**config.mk**
```make
export PLATFORM = sky130hd
export DESIGN_NAME = seq_alu_flat
export DESIGN_NICKNAME = d
export VERILOG_FILES = /design/src/rtl/seq_alu_if.sv /design/src/rtl/seq_alu.sv /design/src/flat_wrapper.sv
export SDC_FILE = /design/constraint.sdc
export NUM_CORES = 1
export LEC_CHECK = 0
export ABC_AREA = 1
export CAP_MARGIN = 20
export CORE_MARGIN = 1
export CORE_UTILIZATION = 55
export DETAILED_ROUTE_END_ITERATION = 10
export GPL_ROUTABILITY_DRIVEN = 1
export PLACE_DENSITY = 0.75
export SKIP_CTS_REPAIR_TIMING = 1
export SLEW_MARGIN = 15
export SYNTH_ARGS = -nofsm -noshare
export SYNTH_HDL_FRONTEND = slang
export SYNTH_SLANG_ARGS = --single-unit
```
**constraint.sdc**
```tcl
create_clock -name clk -period 3.8 [get_ports clk]
set_input_delay 0.76 -clock clk [delete_from_list [all_inputs] [get_ports clk]]
set_output_delay 0.76 -clock clk [all_outputs]
set_load 0.03 [all_outputs]
```
**src/rtl/seq_alu_if.sv**
```systemverilog
// Request/response bus of the sequential ALU: valid/ready on both sides plus result flags.
interface seq_alu_if #(
  parameter int unsigned WIDTH = 16,
  parameter int unsigned OPW   = 6
);
  logic             in_valid;
  logic             in_ready;
  logic [OPW-1:0]   op;
  logic [WIDTH-1:0] a;
  logic [WIDTH-1:0] b;
  logic             out_valid;
  logic             out_ready;
  logic [WIDTH-1:0] out;
  logic             flag_z;
  logic             flag_c;
  logic             flag_v;

  modport master (
    output in_valid, op, a, b, out_ready,
    input  in_ready, out_valid, out, flag_z, flag_c, flag_v
  );

  modport slave (
    input  in_valid, op, a, b, out_ready,
    output in_ready, out_valid, out, flag_z, flag_c, flag_v
  );
endinterface

```
**src/rtl/seq_alu.sv**
```systemverilog
// Sequential ALU: single-cycle logic/add/shift ops, WIDTH-iteration shift-add multiply
// and restoring divide, with a registered result held until the consumer takes it.
module seq_alu #(
  parameter int unsigned WIDTH = 16,
  parameter int unsigned OPW   = 6
) (
  input logic      clk,
  input logic      rst_n,
  seq_alu_if.slave bus
);

  localparam int unsigned SW = $clog2(WIDTH);
  localparam int unsigned CW = $clog2(WIDTH) + 1;

  localparam logic [OPW-1:0] OP_ADD  = OPW'(0);
  localparam logic [OPW-1:0] OP_SUB  = OPW'(1);
  localparam logic [OPW-1:0] OP_AND  = OPW'(2);
  localparam logic [OPW-1:0] OP_OR   = OPW'(3);
  localparam logic [OPW-1:0] OP_XOR  = OPW'(4);
  localparam logic [OPW-1:0] OP_SHL  = OPW'(5);
  localparam logic [OPW-1:0] OP_SHR  = OPW'(6);
  localparam logic [OPW-1:0] OP_MUL  = OPW'(7);
  localparam logic [OPW-1:0] OP_DIVU = OPW'(8);
  localparam logic [OPW-1:0] OP_REMU = OPW'(9);

  typedef enum logic [1:0] {IDLE, BUSY, DONE} state_e;

  state_e           state_q;
  logic [OPW-1:0]   op_q;
  logic [WIDTH-1:0] opnd_q;
  logic [WIDTH-1:0] hi_q;
  logic [WIDTH-1:0] lo_q;
  logic [CW-1:0]    cnt_q;
  logic [WIDTH-1:0] out_q;
  logic             out_valid_q;
  logic             z_q, c_q, v_q;

  logic             accept_c;
  logic             multi_c;
  logic [WIDTH:0]   add_s, sub_s;
  logic [WIDTH-1:0] alu_res;
  logic             alu_c, alu_v;
  logic [WIDTH:0]   mul_sum, div_r, div_t;
  logic [WIDTH-1:0] hi_d, lo_d, m_res;
  logic             m_c, m_v;

  assign accept_c = bus.in_valid && (state_q == IDLE);
  assign multi_c  = (bus.op == OP_MUL) || (bus.op == OP_DIVU) || (bus.op == OP_REMU);

  assign bus.in_ready  = (state_q == IDLE);
  assign bus.out_valid = out_valid_q;
  assign bus.out       = out_q;
  assign bus.flag_z    = z_q;
  assign bus.flag_c    = c_q;
  assign bus.flag_v    = v_q;

  // Single-cycle result, computed straight from the request being accepted.
  always_comb begin
    add_s   = {1'b0, bus.a} + {1'b0, bus.b};
    sub_s   = {1'b0, bus.a} - {1'b0, bus.b};
    alu_res = '0;
    alu_c   = 1'b0;
    alu_v   = 1'b0;
    case (bus.op)
      OP_ADD: begin
        alu_res = add_s[WIDTH-1:0];
        alu_c   = add_s[WIDTH];
        alu_v   = (bus.a[WIDTH-1] == bus.b[WIDTH-1]) && (add_s[WIDTH-1] != bus.a[WIDTH-1]);
      end
      OP_SUB: begin
        alu_res = sub_s[WIDTH-1:0];
        alu_c   = sub_s[WIDTH];
        alu_v   = (bus.a[WIDTH-1] != bus.b[WIDTH-1]) && (sub_s[WIDTH-1] != bus.a[WIDTH-1]);
      end
      OP_AND:  alu_res = bus.a & bus.b;
      OP_OR:   alu_res = bus.a | bus.b;
      OP_XOR:  alu_res = bus.a ^ bus.b;
      OP_SHL:  alu_res = bus.a << bus.b[SW-1:0];
      OP_SHR:  alu_res = bus.a >> bus.b[SW-1:0];
      default: alu_res = '0;
    endcase
  end

  // One iteration: MUL keeps {hi,lo} as the product shifting right; divide keeps
  // hi as partial remainder and lo as dividend shifting left into the quotient.
  always_comb begin
    mul_sum = {1'b0, hi_q} + (lo_q[0] ? {1'b0, opnd_q} : '0);
    div_r   = {hi_q, lo_q[WIDTH-1]};
    div_t   = div_r - {1'b0, opnd_q};
    hi_d    = hi_q;
    lo_d    = lo_q;
    if (op_q == OP_MUL) begin
      hi_d = mul_sum[WIDTH:1];
      lo_d = {mul_sum[0], lo_q[WIDTH-1:1]};
    end else if (!div_t[WIDTH]) begin
      hi_d = div_t[WIDTH-1:0];
      lo_d = {lo_q[WIDTH-2:0], 1'b1};
    end else begin
      hi_d = div_r[WIDTH-1:0];
      lo_d = {lo_q[WIDTH-2:0], 1'b0};
    end
    m_res = (op_q == OP_REMU) ? hi_d : lo_d;
    m_c   = (op_q == OP_MUL) && (hi_d != '0);
    m_v   = (op_q != OP_MUL) && (opnd_q == '0);
  end

  always_ff @(posedge clk or negedge rst_n) begin
    if (!rst_n) begin
      state_q     <= IDLE;
      op_q        <= '0;
      opnd_q      <= '0;
      hi_q        <= '0;
      lo_q        <= '0;
      cnt_q       <= '0;
      out_q       <= '0;
      out_valid_q <= 1'b0;
      z_q         <= 1'b0;
      c_q         <= 1'b0;
      v_q         <= 1'b0;
    end else begin
      case (state_q)
        IDLE: begin
          if (accept_c) begin
            op_q  <= bus.op;
            cnt_q <= '0;
            if (multi_c) begin
              state_q <= BUSY;
              hi_q    <= '0;
              opnd_q  <= (bus.op == OP_MUL) ? bus.a : bus.b;
              lo_q    <= (bus.op == OP_MUL) ? bus.b : bus.a;
            end else begin
              state_q     <= DONE;
              out_q       <= alu_res;
              z_q         <= (alu_res == '0);
              c_q         <= alu_c;
              v_q         <= alu_v;
              out_valid_q <= 1'b1;
            end
          end
        end
        BUSY: begin
          hi_q  <= hi_d;
          lo_q  <= lo_d;
          cnt_q <= cnt_q + CW'(1);
          if (cnt_q == CW'(WIDTH - 1)) begin
            state_q     <= DONE;
            out_q       <= m_res;
            z_q         <= (m_res == '0);
            c_q         <= m_c;
            v_q         <= m_v;
            out_valid_q <= 1'b1;
          end
        end
        DONE: begin
          if (bus.out_ready) begin
            state_q     <= IDLE;
            out_valid_q <= 1'b0;
          end
        end
        default: state_q <= IDLE;
      endcase
    end
  end

endmodule

```
**src/flat_wrapper.sv**
```systemverilog
// flat-port wrapper written by rule: the top's interface ports become plain ports
module seq_alu_flat 
#(
  parameter int unsigned WIDTH = 16,
  parameter int unsigned OPW   = 6
)
  (clk, rst_n, bus_in_valid, bus_op, bus_a, bus_b, bus_out_ready, bus_in_ready, bus_out_valid, bus_out, bus_flag_z, bus_flag_c, bus_flag_v);
  seq_alu_if #(.WIDTH(WIDTH), .OPW(OPW)) bus_i ();
  input logic clk;
  input logic rst_n;
  input wire logic [$bits(bus_i.in_valid)-1:0] bus_in_valid;
  input wire logic [$bits(bus_i.op)-1:0] bus_op;
  input wire logic [$bits(bus_i.a)-1:0] bus_a;
  input wire logic [$bits(bus_i.b)-1:0] bus_b;
  input wire logic [$bits(bus_i.out_ready)-1:0] bus_out_ready;
  output wire logic [$bits(bus_i.in_ready)-1:0] bus_in_ready;
  output wire logic [$bits(bus_i.out_valid)-1:0] bus_out_valid;
  output wire logic [$bits(bus_i.out)-1:0] bus_out;
  output wire logic [$bits(bus_i.flag_z)-1:0] bus_flag_z;
  output wire logic [$bits(bus_i.flag_c)-1:0] bus_flag_c;
  output wire logic [$bits(bus_i.flag_v)-1:0] bus_flag_v;
  assign bus_i.in_valid = bus_in_valid;
  assign bus_i.op = bus_op;
  assign bus_i.a = bus_a;
  assign bus_i.b = bus_b;
  assign bus_i.out_ready = bus_out_ready;
  assign bus_in_ready = bus_i.in_ready;
  assign bus_out_valid = bus_i.out_valid;
  assign bus_out = bus_i.out;
  assign bus_flag_z = bus_i.flag_z;
  assign bus_flag_c = bus_i.flag_c;
  assign bus_flag_v = bus_i.flag_v;
  seq_alu #(.WIDTH(WIDTH), .OPW(OPW)) u_core (.clk(clk), .rst_n(rst_n), .bus(bus_i));
endmodule
```
==> Yosys cells after proc, flatten, opt, wreduce, memory -nomap -nowiden <==
Index checks and enable logic that the tools add are counted.
{ "op_classes": {"addsub": 5, "mul": 0, "div": 0, "magnitude_cmp": 0, "eq_ne": 24, "shift": 2, "mux": 45, "bitwise": 3, "n_reduce_logical": 22} }
{ "ops": {"columns": ["cell", "n"], "rows": [
  ["2-to-1 mux 16 bit", 14],
  ["case mux 16 bit (7 select lines)", 1],
  ["case mux 16 bit (2 select lines)", 3],
  ["logical NOT 16 bit", 3],
  ["equality test 6 x 3 -> 1 bit (second input constant)", 5],
  ["equality test 6 x 4 -> 1 bit (second input constant)", 3],
  ["adder 16 x 16 -> 17 bit", 1],
  ["adder 16 x 17 -> 17 bit", 1],
  ["subtractor 16 x 16 -> 17 bit", 1],
  ["subtractor 17 x 16 -> 17 bit", 1],
  ["AND 16 bit", 1],
  ["OR 16 bit", 1],
  ["nonzero test 16 bit", 1],
  ["left shift 16 x 4 -> 16 bit", 1],
  [">> shifter 16 x 4 -> 16 bit", 1],
  ["bitwise XOR 16 bit", 1],
  ["2-to-1 mux 1 bit", 14],
  ["equality test 6 x 2 -> 1 bit (second input constant)", 2],
  ["case mux 1 bit (2 select lines)", 5],
  ["case mux 5 bit (2 select lines)", 1],
  ["AND reduction 3 bit", 3],
  ["2-to-1 mux 2 bit", 4],
  ["equality test 6 x 1 -> 1 bit (second input constant)", 1],
  ["logical NOT 6 bit", 1],
  ["other kinds (20)", 31]
]} }
{ "totals": {"register_bits": 81, "latch_bits": 0, "ramBits": 0, "rom_bits": 0, "in_bits": 42, "out_inout_bits": 21, "elab_cells": 112, "mem_count": 0} }

==> Longest topological paths before layout <==
{ "depth": {"ltp_word": 7, "ltp_mapped": 25, "ltp_nobuf": 24} }

==> Worst setup path after synthesis <==
OpenSTA, ideal clock, no wires.
{ "synth_timing": {"path_type": "reg2reg", "start": "reg u_core.lo_q[0]", "end": "reg u_core.c_q, in the netlist u_core.bus.flag_c", "setup_time_ps": 117, "arrival_ps": 2857, "required_ps": 3683, "path_slack_ps": 827, "stages_incl_launch_ff": 25, "path_buffers": 2, "period_less_slack_ps": 2973, "cell_sequence": "dfrtp_1 clkbuf_1 clkbuf_1 nand2_1 inv_1 ha_1 inv_1 fa_1 nand3b_1 nand2_1 nand2_1 o21bai_1 nand3_1 nand2_1 nand2_1 nand3_1 nand2_1 nor2_1 nand2_1 nor2_1 nand2_1 nand2_1 nand2_1 nand2_1 nand2_1"} }
{ "synth_between": {"elab_chain_cells": 7} }
{ "synth_rtl": {"columns": ["item", "line_no", "source"], "rows": [
  ["start: declaration", "seq_alu.sv:32", "logic [WIDTH-1:0] lo_q;"],
  ["start signal: assignment", "seq_alu.sv:130", "lo_q <= (bus.op == OP_MUL) ? bus.b : bus.a;"],
  ["start signal: assignment", "seq_alu.sv:143", "lo_q <= lo_d;"],
  ["2-to-1 mux 16 bit", "seq_alu.sv:87", "mul_sum = {1'b0, hi_q} + (lo_q[0] ? {1'b0, opnd_q} : '0);"],
  ["adder 16 x 17 -> 17 bit", "seq_alu.sv:87", null],
  ["2-to-1 mux 16 bit", "seq_alu.sv:92", "if (op_q == OP_MUL) begin"],
  ["nonzero test 16 bit", "seq_alu.sv:103", "m_c = (op_q == OP_MUL) && (hi_d != '0);"],
  ["logical AND 1 bit", "seq_alu.sv:103", null],
  ["2-to-1 mux 1 bit", "seq_alu.sv:145", "if (cnt_q == CW'(WIDTH - 1)) begin"],
  ["case mux 1 bit (2 select lines)", "seq_alu.sv:121", "case (state_q)"],
  ["end signal: assignment", "seq_alu.sv:135", "c_q <= alu_c;"],
  ["end signal: assignment", "seq_alu.sv:149", "c_q <= m_c;"],
  ["end: declaration", "seq_alu.sv:36", "logic z_q, c_q, v_q;"]
]} }
Every way passes these cells. The select of a mux whose other input is x is not followed.
A chain may end at the register's enable or synchronous reset.

==> Worst setup path after layout <==
{ "layout_timing": {"start": "in bus_a[4]", "end": "reg u_core.z_q, in the netlist u_core.bus.flag_z"} }
{ "layout_between": {"elab_chain_cells": 6, "elab_cells_between_ends": 12, "classes_between": "add/sub: 2; shift: 2; mux: 4; bitwise: 3; reduce/logical: 1"} }
{ "layout_rtl": {"columns": ["item", "line_no", "source"], "rows": [
  ["start: declaration", "flat_wrapper.sv:13", "input wire logic [$bits(bus_i.a)-1:0] bus_a;"],
  ["subtractor 16 x 16 -> 17 bit (tied with other cells)", "seq_alu.sv:60", "sub_s = {1'b0, bus.a} - {1'b0, bus.b};"],
  ["case mux 16 bit (7 select lines) (*)", "seq_alu.sv:64", "case (bus.op)"],
  ["logical NOT 16 bit (*)", "seq_alu.sv:134", "z_q <= (alu_res == '0);"],
  ["2-to-1 mux 1 bit (*)", "seq_alu.sv:126", "if (multi_c) begin"],
  ["2-to-1 mux 1 bit (*)", "seq_alu.sv:123", "if (accept_c) begin"],
  ["case mux 1 bit (2 select lines) (*)", "seq_alu.sv:121", null],
  ["end signal: assignment", "seq_alu.sv:134", null],
  ["end signal: assignment", "seq_alu.sv:148", "z_q <= (m_res == '0);"],
  ["end: declaration", "seq_alu.sv:36", null]
]} }
Mark *: on every way between the ends. The rest lies on a longest branch, timed or not. The select of a mux whose other input is x is not followed.

==> impl_metrics.json <==
{
  "firstDrtPassIters": 8,
  "num_vias": 12400,
  "fin_skew_ps": 11.4,
  "start_util": 0.561,
  "startpoint_type": "primary input",
  "synth_fa_ha_area_frac": 0.110,
  "tritoncts_num_sinks": 81,
  "clkLatencyLatePin_ps": 350,
  "synth_nets": 1929,
  "core_area_um2": 18800,
  "crit_required_ps": 4070,
  "finalCritPeriodShare": 0.916,
  "root_buffer": "clkbuf_16",
  "worstMarginPinSlew_ps": 872,
  "powerDensity_nw_per_um2": 604,
  "fillCellCount": 1828,
  "gp_congestion": 1.05,
  "p_int_w": 0.00345,
  "synth_warnings": 0,
  "synthMuxAreaShare": 0.00285,
  "synth_edf_count": 0,
  "clockBufferDepth": 2,
  "final_max_slew_viol_count": 0,
  "fp.dieH_um": 140,
  "criticalPathCategory": "primary input to register",
  "row_count": 50,
  "grt_max_degree": 64,
  "yosys.area_share.simple": 0.390,
  "peakVddDrop_mv": 0.325,
  "clkPwrFrac": 0.144,
  "yosysSeqAreaShare": 0.192,
  "ios": 63,
  "synth_cell_types": 50,
  "cap_violations": 0,
  "clkTransAtPathRegs_ps": 70,
  "place_hpwl_mm": 31.9,
  "seq_power_share": 0.201,
  "synth_area_um2": 10500,
  "wl_per_cell_um": 18.8,
  "status": "finished clean",
  "critPathCaptureType": "register",
  "slew_headroom": 0.418,
  "placed_area_um2": 11700,
  "die_width_um": 140,
  "power.total_w": 0.00725,
  "grt_pass1_wl_mm": 61.3,
  "fmax_mhz": 287,
  "area_growth_pct": 14.0,
  "switchingPower_w": 0.00381,
  "final_nets": 2001,
  "numCtsBuffers": 9,
  "pwr-share-comb": 0.655,
  "antenna_cells": 0,
  "critPathMaxFanout": 9,
  "ys.flop_type": "dfrtp_1",
  "grt-ovfl-total": 0,
  "ys_seq_elements": 81,
  "setup_viol": 0,
  "final_util": 0.640,
  "post-route-worst-setup-slack_ps": 318,
  "cts_tree": "built",
  "port_buffers": 62,
  "htreeDepth": 3,
  "grt_pass1_vias": 11400,
  "synthCells": 1797,
  "rsz0062_at_grt": "false",
  "ant_nets": 0,
  "switching_share": 0.525,
  "avgViaCountPerCell": 5.87,
  "hold_violations": 0,
  "gr-usage-all-layers": 0.406,
  "synth_top_family_by_area": "simple AND/OR/NAND/NOR gates",
  "yosys.area_share.xor_xnor": 0.00914,
  "drc": 0,
  "final.setup.tns_ps": 0,
  "post-place-ws_ps": 59.0,
  "synth-compound-area-share": 0.183,
  "drt_iter0_drc": 1456,
  "synth_area_per_cell_um2": 5.86,
  "hold_path_class": "register to register",
  "drive_above_1_share": 0.0662,
  "design_area_um2": 12000,
  "async_flop_share": 1.00,
  "grt_antenna_before_repair": 0,
  "p_leak_nw": 6.30,
  "worst_ep_arrival_time_ps": 3750,
  "routed_wl_mm": 39.5,
  "fin_crit_ps": 3480,
  "design.die.area_um2": 19700
}
==> path summary, 6_finish.rpt <==
path | slack, ps | endpoint | start | cells past startpoint
setup / recovery | 320 | u_core.bus.flag_z$_DFFE_PN0P_ | bus_a[4] | 17
hold / removal | 480 | u_core.bus.out[7]$_DFFE_PN0P_ | u_core.bus.out[7]$_DFFE_PN0P_ | 2
setup reg to reg | 560 | u_core.bus.flag_z$_DFFE_PN0P_ | u_core.opnd_q[0]$_DFFE_PN0P_ | 19
hold reg to reg | 480 | u_core.bus.out[7]$_DFFE_PN0P_ | u_core.bus.out[7]$_DFFE_PN0P_ | 2
max in group asynchronous | 2510 | u_core.hi_q[8]$_DFFE_PN0P_ | rst_n | 2
min in group asynchronous | 530 | u_core.hi_q[9]$_DFFE_PN0P_ | rst_n | 1
==> Yosys cell counts (10+ instances only) <==
cell,instances,area share
dfrtp_1,81,0.19
nor3_1,15,0.0071
nand4_1,13,0.0077
inv_1,227,0.081
a21oi_1,83,0.039
ha_1,86,0.10
nor2_1,165,0.059
buf_2,32,0.015
clkbuf_1,32,0.011
nand3_1,188,0.089
o211ai_1,34,0.024
nand2_1,541,0.19
o21ai_0,170,0.081
or2_2,10,0.0059
==> power groups by stage <==
stage	Combinational [W]	Sequential [W]	Clock, W
3_3_place_gp	0.00457	0.00146	0
4_1_cts	0.00467	0.00145	0.00105
3_5_place_dp	0.00464	0.00147	0
2_1_floorplan	0.00334	0.00146	0
6_report	0.00475	0.00146	0.00105
5_1_grt	0.00528	0.00149	0.00108
==> worst max-delay path, cell delays in order <==
cell	delay, ps
clkdlybuf4s50_1	600
inv_1	110
ha_1	470
inv_1	160
o21ai_0	320
a21oi_1	110
nand2_1	180
nand2_1	100
nand2_1	70
nand2_1	50
nand3_1	70
nand2_1	50
nor2_1	220
nand4_1	140
nor2_1	130
nor2_1	60
a21oi_1	160
==> per-stage QoR <==
step | hold slack [ps] | instances
3_3_place_gp | 467 | 2091
5_1_grt | 520 | 2108
6_report | 484 | 2108
2_1_floorplan | 454 | 1797
3_5_place_dp | 470 | 2091
4_1_cts | 487 | 2107
==> cells by family after synthesis <==
group	count (synthesis)
XOR/XNOR	11
adder cells (fa/ha/maj)	90
buffers and inverters	301
AND/OR/NAND/NOR	971
AO/OA/AOI/OAI	340
flip-flops	81
multiplexers	3
==> cell usage in the layout (no fill, tap or decap), types with 8 or more instances in the layout <==
cell and instances:
a21oi_1 83, a22o_1 9, and2_1 8, buf_4 71, clkbuf_16 9, clkdlybuf4s50_1 61
dfrtp_1 81, ha_1 86, inv_1 227, nand2_1 541, nand3_1 188, nand4_1 13
nor2_1 163, nor3_1 15, o211ai_1 34, o21ai_0 170, or2_2 10
==> area by class of cell <==
class | instances | area (µm²) | area share
Clock inverter | 7 | 130 | 0.0108
Tap cell | 234 | 293 | 0.0244
Sequential cell | 81 | 2030 | 0.169
Multi-Input combinational cell | 1415 | 7340 | 0.610
Timing Repair Buffer | 132 | 1140 | 0.0952
Clock buffer | 9 | 225 | 0.0187
Inverter | 230 | 863 | 0.0718
==> routing by layer <==
metal / vias up / part of all wire / wire length [µm] / GRT usage
met2: 667 / 0.45 / 18000 / 0.668
li1: 5994 / - / - / -
met1: 5543 / 0.39 / 15500 / 0.496
met4: 0 / 0.078 / 3090 / 0.294
met5: - / 0 / 0 / 0
met3: 162 / 0.075 / 2980 / 0.0448
==> registers in the layout (all words and copies together) (netlist names) <==
name / flops
u_core.state_q: 2
u_core.bus.flag_v: 1
u_core.opnd_q: 16
u_core.hi_q: 16
u_core.bus.flag_c: 1
u_core.op_q: 6
u_core.bus.flag_z: 1
u_core.cnt_q: 5
u_core.lo_q: 16
u_core.bus.out: 16
u_core.bus.out_valid: 1
No activity file was read; power rests on OpenSTA's default activity.
